===== src/rtl/fetch_pkg.sv =====
// Shared types and constants for the instruction-fetch queue unit.
package fetch_pkg;

    typedef enum logic {IDLE, RUN} fetch_state_e;

    localparam int unsigned INSTR_BYTES    = 4;
    localparam logic [3:0]  FETCH_MASK_ALL = 4'b1111;

    // Counter width able to hold 0..depth inclusive.
    function automatic int unsigned cnt_w(input int unsigned depth);
        return $clog2(depth + 1);
    endfunction

endpackage


===== src/rtl/fetch_fifo.sv =====
// In-order FIFO with synchronous active-low clear; used for both the
// instruction+PC queue and the outstanding-request PC-tag list.
module fetch_fifo
    import fetch_pkg::*;
#(
    parameter int unsigned Width = 32,
    parameter int unsigned Depth = 4,
    localparam int unsigned CW   = cnt_w(Depth)
) (
    input  logic             clk,
    input  logic             clr_n,
    input  logic             push,
    input  logic [Width-1:0] push_data,
    input  logic             pop,
    output logic [Width-1:0] head,
    output logic [CW-1:0]    count
);
    localparam int unsigned PW = $clog2(Depth);

    logic [Width-1:0] mem [Depth];
    logic [PW-1:0]    rptr, wptr;
    logic             do_pop;

    assign do_pop = pop && (count != '0);
    assign head   = mem[rptr];

    always_ff @(posedge clk) begin
        if (!clr_n) begin
            rptr  <= '0;
            wptr  <= '0;
            count <= '0;
        end else begin
            if (push) begin
                mem[wptr] <= push_data;
                wptr      <= wptr + 1'b1;
            end
            if (do_pop)
                rptr <= rptr + 1'b1;
            count <= count + CW'(push) - CW'(do_pop);
        end
    end

    // Callers guarantee room by credit; a push into a full FIFO is a design bug.
    always_ff @(posedge clk) begin
        if (clr_n)
            assert (!(push && !do_pop && count == CW'(Depth)));
    end

endmodule


===== src/rtl/fetch_queue_unit.sv =====
// Instruction fetch with in-order prefetch queue, redirect flush and stale-drop.
// Optional FETCH_BYPASS_EN forwards a response straight to decode when the queue is empty.
module fetch_queue_unit
    import fetch_pkg::*;
#(
    parameter int unsigned          DataWidth   = 32,
    parameter int unsigned          Depth       = 4,
    parameter logic [DataWidth-1:0] ResetVector = '0
) (
    input  logic                 clk,
    input  logic                 rst,
    input  logic                 redirect,
    input  logic [DataWidth-1:0] redirect_addr,
    input  logic                 mem_busy,
    input  logic                 imem_valid,
    input  logic [DataWidth-1:0] imem_rdata,
    output logic                 imem_req,
    output logic [DataWidth-1:0] imem_addr,
    output logic                 imem_we_re,
    output logic [3:0]           imem_mask,
    input  logic                 instr_ready,
    output logic                 instr_valid,
    output logic [DataWidth-1:0] instruction,
    output logic [DataWidth-1:0] instr_pc
);
    localparam int unsigned CW = cnt_w(Depth);

    fetch_state_e           state, state_nxt;
    logic [DataWidth-1:0]   fetch_pc;
    logic [CW-1:0]          inflight, drop_cnt, q_count, tag_count;
    logic [CW:0]            occupancy;
    logic [2*DataWidth-1:0] q_head;
    logic [DataWidth-1:0]   tag_head;
    logic                   resp_keep, q_push, q_pop, q_nonempty, clr_n;

    assign occupancy  = {1'b0, q_count} + {1'b0, inflight};
    assign resp_keep  = imem_valid && (drop_cnt == '0);
    assign q_nonempty = (q_count != '0);
    assign clr_n      = rst && !redirect;
    assign q_pop      = q_nonempty && instr_ready && !redirect;

    assign imem_addr  = fetch_pc;
    assign imem_we_re = 1'b0;
    assign imem_mask  = FETCH_MASK_ALL;

    always_ff @(posedge clk) begin
        if (!rst) state <= IDLE;
        else      state <= state_nxt;
    end

    // Credit counts queued words plus everything in flight, stale ones included.
    always_comb begin
        state_nxt = state;
        imem_req  = 1'b0;
        case (state)
            IDLE:    state_nxt = RUN;
            RUN:     imem_req  = !mem_busy && !redirect && (occupancy < (CW+1)'(Depth));
            default: state_nxt = IDLE;
        endcase
    end

`ifdef FETCH_BYPASS_EN
    logic fwd;
    assign fwd         = !q_nonempty && resp_keep && !redirect;
    assign q_push      = resp_keep && !(fwd && instr_ready);
    assign instr_valid = (q_nonempty || fwd) && !redirect;
    assign instruction = q_nonempty ? q_head[2*DataWidth-1:DataWidth] : (fwd ? imem_rdata : '0);
    assign instr_pc    = q_nonempty ? q_head[DataWidth-1:0]           : (fwd ? tag_head   : '0);
`else
    assign q_push      = resp_keep;
    assign instr_valid = q_nonempty && !redirect;
    assign instruction = q_nonempty ? q_head[2*DataWidth-1:DataWidth] : '0;
    assign instr_pc    = q_nonempty ? q_head[DataWidth-1:0]           : '0;
`endif

    always_ff @(posedge clk) begin
        if (!rst) begin
            fetch_pc <= ResetVector;
            inflight <= '0;
            drop_cnt <= '0;
        end else begin
            inflight <= inflight + CW'(imem_req) - CW'(imem_valid);
            if (redirect) begin
                // Everything still outstanding after this cycle is stale.
                fetch_pc <= redirect_addr & ~DataWidth'(INSTR_BYTES - 1);
                drop_cnt <= inflight - CW'(imem_valid);
            end else begin
                if (imem_req)
                    fetch_pc <= fetch_pc + DataWidth'(INSTR_BYTES);
                if (imem_valid && drop_cnt != '0)
                    drop_cnt <= drop_cnt - 1'b1;
            end
        end
    end

    always_ff @(posedge clk) begin
        if (clr_n)
            assert (!(resp_keep && tag_count == '0));
    end

    fetch_fifo #(.Width(DataWidth), .Depth(Depth)) u_tag_fifo (
        .clk       (clk),
        .clr_n     (clr_n),
        .push      (imem_req),
        .push_data (fetch_pc),
        .pop       (resp_keep),
        .head      (tag_head),
        .count     (tag_count)
    );

    fetch_fifo #(.Width(2*DataWidth), .Depth(Depth)) u_instr_fifo (
        .clk       (clk),
        .clr_n     (clr_n),
        .push      (q_push),
        .push_data ({imem_rdata, tag_head}),
        .pop       (q_pop),
        .head      (q_head),
        .count     (q_count)
    );

endmodule


===== config.mk =====
export PLATFORM = sky130hd
export DESIGN_NAME = fetch_queue_unit
export DESIGN_NICKNAME = d
export VERILOG_FILES = /design/src/rtl/fetch_pkg.sv /design/src/rtl/fetch_fifo.sv /design/src/rtl/fetch_queue_unit.sv
export SDC_FILE = /design/constraint.sdc
export NUM_CORES = 1
export LEC_CHECK = 0
export BUFFER_PORTS_ARGS = -buffer_cell sky130_fd_sc_hd__buf_2
export CAP_MARGIN = 20
export CORE_ASPECT_RATIO = 2
export CORE_UTILIZATION = 40
export CTS_CLUSTER_DIAMETER = 80
export CTS_CLUSTER_SIZE = 20
export DETAILED_ROUTE_END_ITERATION = 6
export PLACE_DENSITY = 0.55
export SLEW_MARGIN = 15
export SYNTH_ARGS = -nofsm -noshare
export SYNTH_HDL_FRONTEND = slang
export SYNTH_SLANG_ARGS = --single-unit
export TNS_END_PERCENT = 100

===== constraint.sdc =====
create_clock -name clk -period 4.2 [get_ports clk]
set_clock_uncertainty 0.05 [all_clocks]
set_input_delay 0.42 -clock clk [delete_from_list [all_inputs] [get_ports clk]]
set_output_delay 0.42 -clock clk [all_outputs]
set_load 0.01 [all_outputs]

* Yosys cells after proc, flatten, opt, wreduce, memory -nomap -nowiden *
Memory sizes are Yosys's and may differ from the RTL's. A register that Yosys moved wholly into a read port is not among the register bits.
Index checks and enable logic that the tools add are counted.

word-level totals
  bits in registers = 53
  latch bits = 0
  RAM bits = 384
  bits in read-only memories = 0
  input bits = 70
  output and inout bits = 103
  logic and storage cells = 66
  memories kept = 2

cells by class
  add/sub/neg operators = 14
  $mul = 0
  div/mod/pow operators = 0
  magnitude comparators = 1
  equality and inequality tests = 0
  shifts and indexed selects = 0
  muxes and demuxes = 18
  bitwise gates (word level) = 1
  reduce and logical (&&, ||, !) cells = 19

memories
  memory            depth  bits a word  rd ports  clocked after Yosys merged registers in  wr ports  RTL line          RTL
  u_instr_fifo.mem  4      64           1         1                                        1         fetch_fifo.sv:20  logic [Width-1:0] mem [Depth];
  u_tag_fifo.mem    4      32           1         1                                        1         fetch_fifo.sv:20

operator list
  cell                                                        number
  2-to-1 mux 32 bit                                           4
  adder 32 x 3 -> 32 bit, second input constant               1
  subtractor 3 x 1 -> 3 bit                                   4
  logical AND 1 bit                                           10
  adder 3 x 1 -> 3 bit                                        3
  nonzero test 3 bit                                          3
  adder 2 x 1 -> 2 bit, second input constant                 4
  2-to-1 mux 1 bit                                            8
  2-to-1 mux 2 bit                                            4
  2-to-1 mux 3 bit                                            2
  adder 3 x 3 -> 4 bit                                        1
  less-than comparator 4 x 3 -> 1 bit, second input constant  1
  nonzero test 2 bit                                          2
  logical NOT 3 bit                                           1
  subtractor 3 x 1 -> 3 bit, second input constant            1
  logical NOT 1 bit                                           2
  OR reduction 2 bit                                          1
  NOT 1 bit                                                   1

* Logic depth before layout (Yosys ltp) *
Gate-level depths: netlist of run 1.

  word-level depth = 7
  mapped depth = 10
  mapped depth without buffers = 10

* Cells and area by module *
Synthesis of run 1 repeated with hierarchy kept, for this count alone.

second synthesis, totals
  cells, all modules = 981
  area, all modules = 17885.9 µm²

by module, submodules not included
  module                     times used  cells an instance  area an instance (µm²)  sequential area each (µm²)
  fetch_fifo (u_instr_fifo)  1           378                9776.9                  7867.5
  fetch_fifo (u_tag_fifo)    1           211                5124.9                  4023.9
  fetch_queue_unit           1           392                2984.1                  740.7

* Least setup slack after synthesis of run 1 *
OpenSTA, ideal clock, no wires.

  path type = reg-to-reg
  start = register inflight[2]
  end = memory u_tag_fifo.mem[0][10], enable pin
  setup time = 390 ps
  data arrival time = 2492 ps
  data required time = 3760 ps
  slack = 1268 ps
  cell stages (with the launch flop) = 5
  path buffers = 0
  period minus slack after synthesis = 2932 ps
  cells stage by stage = dfxtp_1 -> ha_1 -> or3b_2 -> nor4_2 -> and2_1

between the ends
  word-level cells in the longest chain between the ends = 7

ends and longest elaborated chain
  item                                    RTL line                RTL
  start: declaration                      fetch_queue_unit.sv:30  logic [CW-1:0] inflight, drop_cnt, q_count, tag_count;
  start signal: assignment                fetch_queue_unit.sv:82  inflight <= inflight + CW'(imem_req) - CW'(imem_valid);
  adder 3 x 3 -> 4 bit                    fetch_queue_unit.sv:36  assign occupancy = {1'b0, q_count} + {1'b0, inflight};
  less-than comparator 4 x 3 -> 1 bit     fetch_queue_unit.sv:57  RUN: imem_req = !mem_busy && !redirect && (occupancy < (CW+1)'(Depth));
  logical AND 1 bit                       fetch_queue_unit.sv:57
  2-to-1 mux 1 bit                        fetch_queue_unit.sv:55  case (state)
  2-to-1 mux 1 bit                        fetch_fifo.sv:33        if (push) begin
  2-to-1 mux 1 bit                        fetch_fifo.sv:28        if (!clr_n) begin
  2-to-1 mux 1 bit (not written as such)  fetch_fifo.sv:34        mem[wptr] <= push_data;
  end: declaration                        fetch_fifo.sv:20

No other way between the ends.

==> results of run 1 <==
==> power by group <==
| group | total, mW | switching (mW) | internal (mW) |
|---|---|---|---|
| sequential | 4.74 | 0.100 | 4.64 |
| clock | 2.46 | 1.32 | 1.14 |
| combinational | 0.554 | 0.320 | 0.234 |
| total | 7.76 | 1.74 | 6.02 |
==> routing by layer <==
layer  GRT usage  up-vias  wire length (um)
li1            -     4050                 -
met1       0.186     4547             13300
met2       0.328      206             20200
met3      0.0175       38              1330
met4      0.0450        0               692
met5           0        -                 0
==> worst paths after layout <==
kind / start / depth (start not counted) / slack (ns) / endpoint
hold reg to reg: u_instr_fifo.wptr[1] / 2 / 0.47 / u_instr_fifo.wptr[1]
setup / recovery: flip-flop / 4 / 1.16 / instr_pc[15]
hold / removal: imem_rdata[8] / 1 / 0.04 / u_instr_fifo.mem[0][40]
setup reg to reg: inflight[2] / 5 / 1.24 / u_tag_fifo.mem[2][13]
==> state kept, by name, indices dropped and copies added, names as in the netlist, named ones only <==
name / cells
state: 1
u_tag_fifo.mem: 120
inflight: 3
drop_cnt: 3
u_instr_fifo.rptr: 2
u_instr_fifo.wptr: 2
u_instr_fifo.count: 3
u_tag_fifo.wptr: 2
u_instr_fifo.mem: 248
u_tag_fifo.count: 3
u_tag_fifo.rptr: 2
imem_addr: 30
==> stage by stage <==
stage,util,worst slack [ns],hold slack (ns),instances
3_3_place_gp,0.442,1.23,0.431,1615
4_1_cts,0.459,1.03,0.00141,1661
3_5_place_dp,0.442,1.21,0.452,1615
5_1_grt,0.459,0.959,0.00838,1661
6_report,0.459,1.16,0.0350,1661
2_1_floorplan,-,1.27,0.398,946
==> cell families after synthesis <==
kind of cell             synth area share
adder cells (fa/ha/maj)            0.0190
AND/OR/NAND/NOR                    0.0830
multiplexers                        0.123
AO/OA/AOI/OAI                      0.0282
other                            0.000442
XOR/XNOR                          0.00929
buffers and inverters              0.0214
flip-flops                          0.716
==> area by class of cell <==
cell class | instances | area [sq um] | share of cell area
inverters | 22 | 82.6 | 0.00431
clock inverters | 1 | 20.0 | 0.00104
repair buffers | 184 | 1040 | 0.0544
well taps | 540 | 676 | 0.0352
flip-flops and latches | 423 | 12200 | 0.634
multi-input cells | 447 | 4490 | 0.234
clock buffers | 44 | 697 | 0.0364
==> cell usage in the layout, fill, tap and decap left out, drive strengths merged, types with 4 or more instances in the layout <==
| cell | synthesis | routed |
|---|---|---|
| edfxtp | 368 | 368 |
| buf | 21 | 183 |
| mux4 | 92 | 92 |
| nor2b | 63 | 63 |
| dfxtp | 55 | 55 |
| clkbuf | 32 | 44 |
| o21ai | 32 | 32 |
| inv | 22 | 23 |
| nand3 | 21 | 21 |
| ha | 21 | 21 |
| nor2 | 19 | 19 |
| nand4 | 19 | 19 |
| and3 | 19 | 19 |
| nand2 | 17 | 17 |
| xnor2 | 17 | 17 |
| a31oi | 14 | 14 |
| and4 | 11 | 11 |
| conb | 2 | 9 |
| or3 | 9 | 9 |
| a21oi | 8 | 8 |
| or4 | 8 | 8 |
| and2 | 7 | 7 |
| nor3 | 7 | 7 |
| nor3b | 7 | 7 |
| nor4 | 6 | 6 |
| a211oi | 4 | 4 |
| o31ai | 4 | 4 |
==> results.tsv, run 1 <==
metric	value	unit
cts_tree	yes	
drcViolationCount	0	
antenna_found_initial	0	
via_per_inst	5.32	
cts-resized-gates	0	
post-route-cell-area	19200	sq um
end_kind	output pin	
critPathArrivalTime	2.57	ns
dp_hpwl	23200	um
die_x	148	um
power_density	405	nW/um^2
hold_class	in -> reg	
outcome	complete, no violations	
synth_top_area_frac	0.651	
yosysSeqAreaShare	0.716	
syn_to_final_growth	13.0	%
cp_slowest_stage_delay	0.71	ns
synth_edf_count	368	
grt.total_usage	0.167	
clock.fmax	329	MHz
post_cts_buffers	0	
p_leak	6.36	nW
drt_first_pass_iters	4	
ys_ff_latch	423	
num_rows	106	
vias	8841	
max_slew_margin	0.397	
numCtsBuffers	25	
port_buffers	161	
hold_violations	0	
drive_gt1_frac	0.289	
fin_tns_setup	0	ns
cts_sinks	423	
cp_num_buf_inv	2	
crit_required	3.73	ns
place_area	18400	sq um
grt_pass1_wl	54200	um
period_minus_slack	3.04	ns
gp_congestion	0.842	
pin_count	173	
clockBufferDepth	3	
crit_chain	buf_4 > mux4_2 > nor2b_1 > buf_2	
cp_top_family	flip-flops	
netlist_top_cells_count	edfxtp_1 (368), mux4_2 (92), nor2b_1 (63)	
coreArea	41800	sq um
power	7.76	mW
critical_path_peak_fanout	25	
grt_max_degree	65	
synth_area_leader_cell	edfxtp_1	
synth_area_leaders	edfxtp_1 (65%), mux4_2 (12%), dfxtp_1 (6.5%)	
setup_viol	0	
maxCapViolCount	0	
fillers	3712	
routed_wirelength	35500	um
post-route-period-util	0.723	
clock_latency	0.55	ns
grt_pass1_vias	9225	
synthCells	939	
wl_per_cell	21.4	um
worst_pin_slew	0.904	ns
diodes	0	
dieArea	43300	sq um
crit_type	reg -> out	
htreeDepth	1	
worst_setup_path_start_kind	flip-flop	
critPathSlowestCell	dfxtp_4	
cts_root_buffer	clkbuf_16	
final_antenna_net_count	0	
initial_core_util	0.406	
path_clk_slew	0.08	ns
final_nets	1197	
synth_area	17000	sq um
ir_drop	0.309	mV
synth_most_common_cell	edfxtp_1	
die_y	293	um
synth_ff_type	edfxtp_1	
ys_types	63	
rsz0062_at_grt	no	
drt_iter0_markers	430	
syn_avg_cell_area	18.1	sq um
hold_buffers	1	
synth_warnings	0	
synthArstFlopShare	0	
overflow	0	
finalMaxSlewViolations	0	
(Power assumes the default switching activity.)
==> run 2, diff against run 1 <==
Settings changed: ABC_AREA set to 1, PLACE_DENSITY 0.55 to 0.57.
Clock period 4.2 ns to 2.7 ns, I/O delays scaled along.
==> run 2 against run 1 <==
Count of clock-buffer cells in the layout is the same. Die area grew 3.8%. Sequential share of layout area shrank 4.3 points. Via count grew 35%. Critical path depth grew 2. Non-clock buffer count grew 79. Synthesized cell count grew 69%. Clock power grew 55%. Critical endpoint is now instr_pc[21]. Register-to-register slack lost 0.91 ns. Wire length grew 18%. Global-route usage grew 2.1 points. Sequential power grew 54%.
==> results.tsv, run 2 <==
metric	value	unit
outcome	complete, no violations	
synth_area	17600	sq um
drt_first_pass_iters	5	
drt_iter0_markers	631	
routed_wirelength	42000	um
cts_tree	yes	
dp.cells	2254	
htreeDepth	1	
clockBufferDepth	3	
numCtsBuffers	25	
dieArea	45000	sq um
synth_top_area_frac	0.627	
die_y	299	um
power_frac_clock	0.316	
rrSetupSlack	0.33	ns
yosysSeqAreaShare	0.689	
cts_sinks	423	
holdPathStages	5	
largest_reg_flops	248	
crit_chain	buf_4 > nor2_1 > nor2_1 > o21ai_0 > a21oi_1 > buf_2	
vias	12000	
drcViolationCount	0	
port_buffers	161	
synth_area_leaders	edfxtp_1 (63%), nor2_1 (7.7%), dfxtp_1 (6.2%)	
p_comb_frac	0.077	
switching_share	0.225	
cp_slowest_stage_delay	0.50	ns
path_clk_slew	0.09	ns
p_switching	2.71	mW
synth_ff_type	edfxtp_1	
dp_hpwl	26000	um
grt_pass1_wl	64500	um
worst_setup_path_start_kind	flip-flop	
r2r_start	drop_cnt[0]	
r2r-end	u_tag_fifo.count[2]	
seq_power_share	0.607	
synthArstFlopShare	0	
power_density	585	nW/um^2
cp_num_buf_inv	2	
cts-resized-gates	0	
post-route-period-util	0.914	
final_cell_mix	edfxtp_1 (368), nor2_1 (352), o21ai_0 (197)	
reg2reg_depth	11	
num_rows	108	
crit_type	reg -> out	
synthCells	1589	
worst_pin_slew	0.588	ns
synth_area_leader_cell	edfxtp_1	
cts_root_buffer	clkbuf_16	
antenna_found_initial	0	
max_slew_margin	0.608	
synth_warnings	0	
clock_latency	0.56	ns
critPathSlowestCell	dfxtp_4	
crit_path_frequent_cell	nor2_1	
utilization	0.474	
cp_top_family	flip-flops	
fillers	3933	
synth_edf_count	368	
syn_to_final_growth	16.7	%
setup_viol	0	
drive_gt1_frac	0.149	
fin_cells	2367	
hold_violations	0	
p_leak	7.55	nW
die_x	150	um
hold_class	in -> reg	
ir_drop	0.392	mV
critical_path_peak_fanout	20	
grt.total_usage	0.188	
diodes	0	
ys_types	41	
power.internal	9.32	mW
syn_avg_cell_area	11.1	sq um
wl_per_cell	17.7	um
hp-start	redirect_addr[8]	
layout_commonest_cell	edfxtp_1	
pin_count	173	
critPathArrivalTime	2.15	ns
power	12.0	mW
crit_required	2.38	ns
synth_most_common_cell	edfxtp_1	
maxCapViolCount	0	
via_per_inst	5.05	
overflow	0	
largest_register	u_instr_fifo.mem	
rsz0062_at_grt	no	
initial_core_util	0.406	
finalMaxSlewViolations	0	
grt_max_degree	93	
end_kind	output pin	
holdPathEnd	imem_addr[8]	
clock.fmax	405	MHz
grt_pass1_vias	12200	
period_minus_slack	2.47	ns
ys_ff_latch	423	
netlist_top_cells_count	edfxtp_1 (368), nor2_1 (360), o21ai_0 (197)	
final_antenna_net_count	0	
coreArea	43400	sq um
place_ws	0.371	ns
setup_ws	0.233	ns
gp_congestion	0.869	
final_nets	1892	
==> run 2: final cells by class <==
| type | count | area, sq um | share of cell area |
|---|---|---|---|
| multi-input cells | 989 | 4760 | 0.232 |
| clock buffers | 44 | 697 | 0.0339 |
| inverters | 96 | 360 | 0.0175 |
| flip-flops and latches | 423 | 12200 | 0.591 |
| repair buffers | 263 | 1870 | 0.0908 |
| well taps | 550 | 688 | 0.0335 |
| clock inverters | 2 | 28.8 | 0.00140 |
==> run 2: power groups by stage <==
stage / combinational (mW) / clock, mW / sequential (mW)
after floorplan: 0.493 / 0 / 7.43
after global placement: 0.834 / 0 / 7.45
after detailed placement: 0.852 / 0 / 7.46
after CTS: 0.926 / 3.94 / 7.31
after global routing: 1.04 / 4.16 / 7.32
final: 0.922 / 3.81 / 7.30
==> run 2: tightest hold or removal path: cells and delay by family <==
| family | cells | cell delay, ns |
|---|---|---|
| buffers and inverters | 2 | 0.12 |
| AND/OR/NAND/NOR | 3 | 0.19 |
==> run 2: per-layer routing <==
metal / global-route usage / wire, um / vias up
met3: 0.0188 / 1590 / 60
met5: 0 / 0 / -
met1: 0.196 / 15600 / 5768
met2: 0.376 / 23500 / 255
li1: - / - / 5868
met4: 0.0657 / 1260 / 0
==> run 2: kinds of logic after synthesis <==
group | Yosys count | synth area share
compound gates | 343 | 0.102
xor+xnor | 10 | 0.00497
fa+ha+maj | 24 | 0.0183
buf+inv | 184 | 0.0442
flops | 423 | 0.689
mux | 1 | 0.000568
other cells | 2 | 0.000426
simple gates | 602 | 0.140
==> run 2: what timing repair did <==
item,4_1_cts,5_1_grt
setup buffers,0,5
endpoints found under the hold margin,161,0
endpoints found under the setup margin,0,3
hold buffers,62,0
==> run 2: how the worst max path moves through the flow <==
stage	to	from	cells after the start	slack, ns
floorplan	u_instr_fifo.mem[0][10]	drop_cnt[0]	6	-0.29
global placement	u_tag_fifo.mem[2][20]	u_instr_fifo.count[2]	7	0.41
detailed placement	u_tag_fifo.count[2]	drop_cnt[0]	11	0.37
CTS	imem_req	u_instr_fifo.count[2]	6	0.04
global route	instr_pc[21]	flip-flop	6	0.07
finish	instr_pc[21]	flip-flop	6	0.23
==> run 2: metrics by stage <==
stage / cell area, sq um / setup TNS (ns) / hold slack [ns]
2_1_floorplan: 17700 / -105.55 / 0.248
4_1_cts: 20500 / 0 / 0.000432
5_1_grt: 20600 / 0 / 0.0354
6_report: 20600 / 0 / 0.00263
3_3_place_gp: 19200 / 0 / 0.399
3_5_place_dp: 19200 / 0 / 0.403
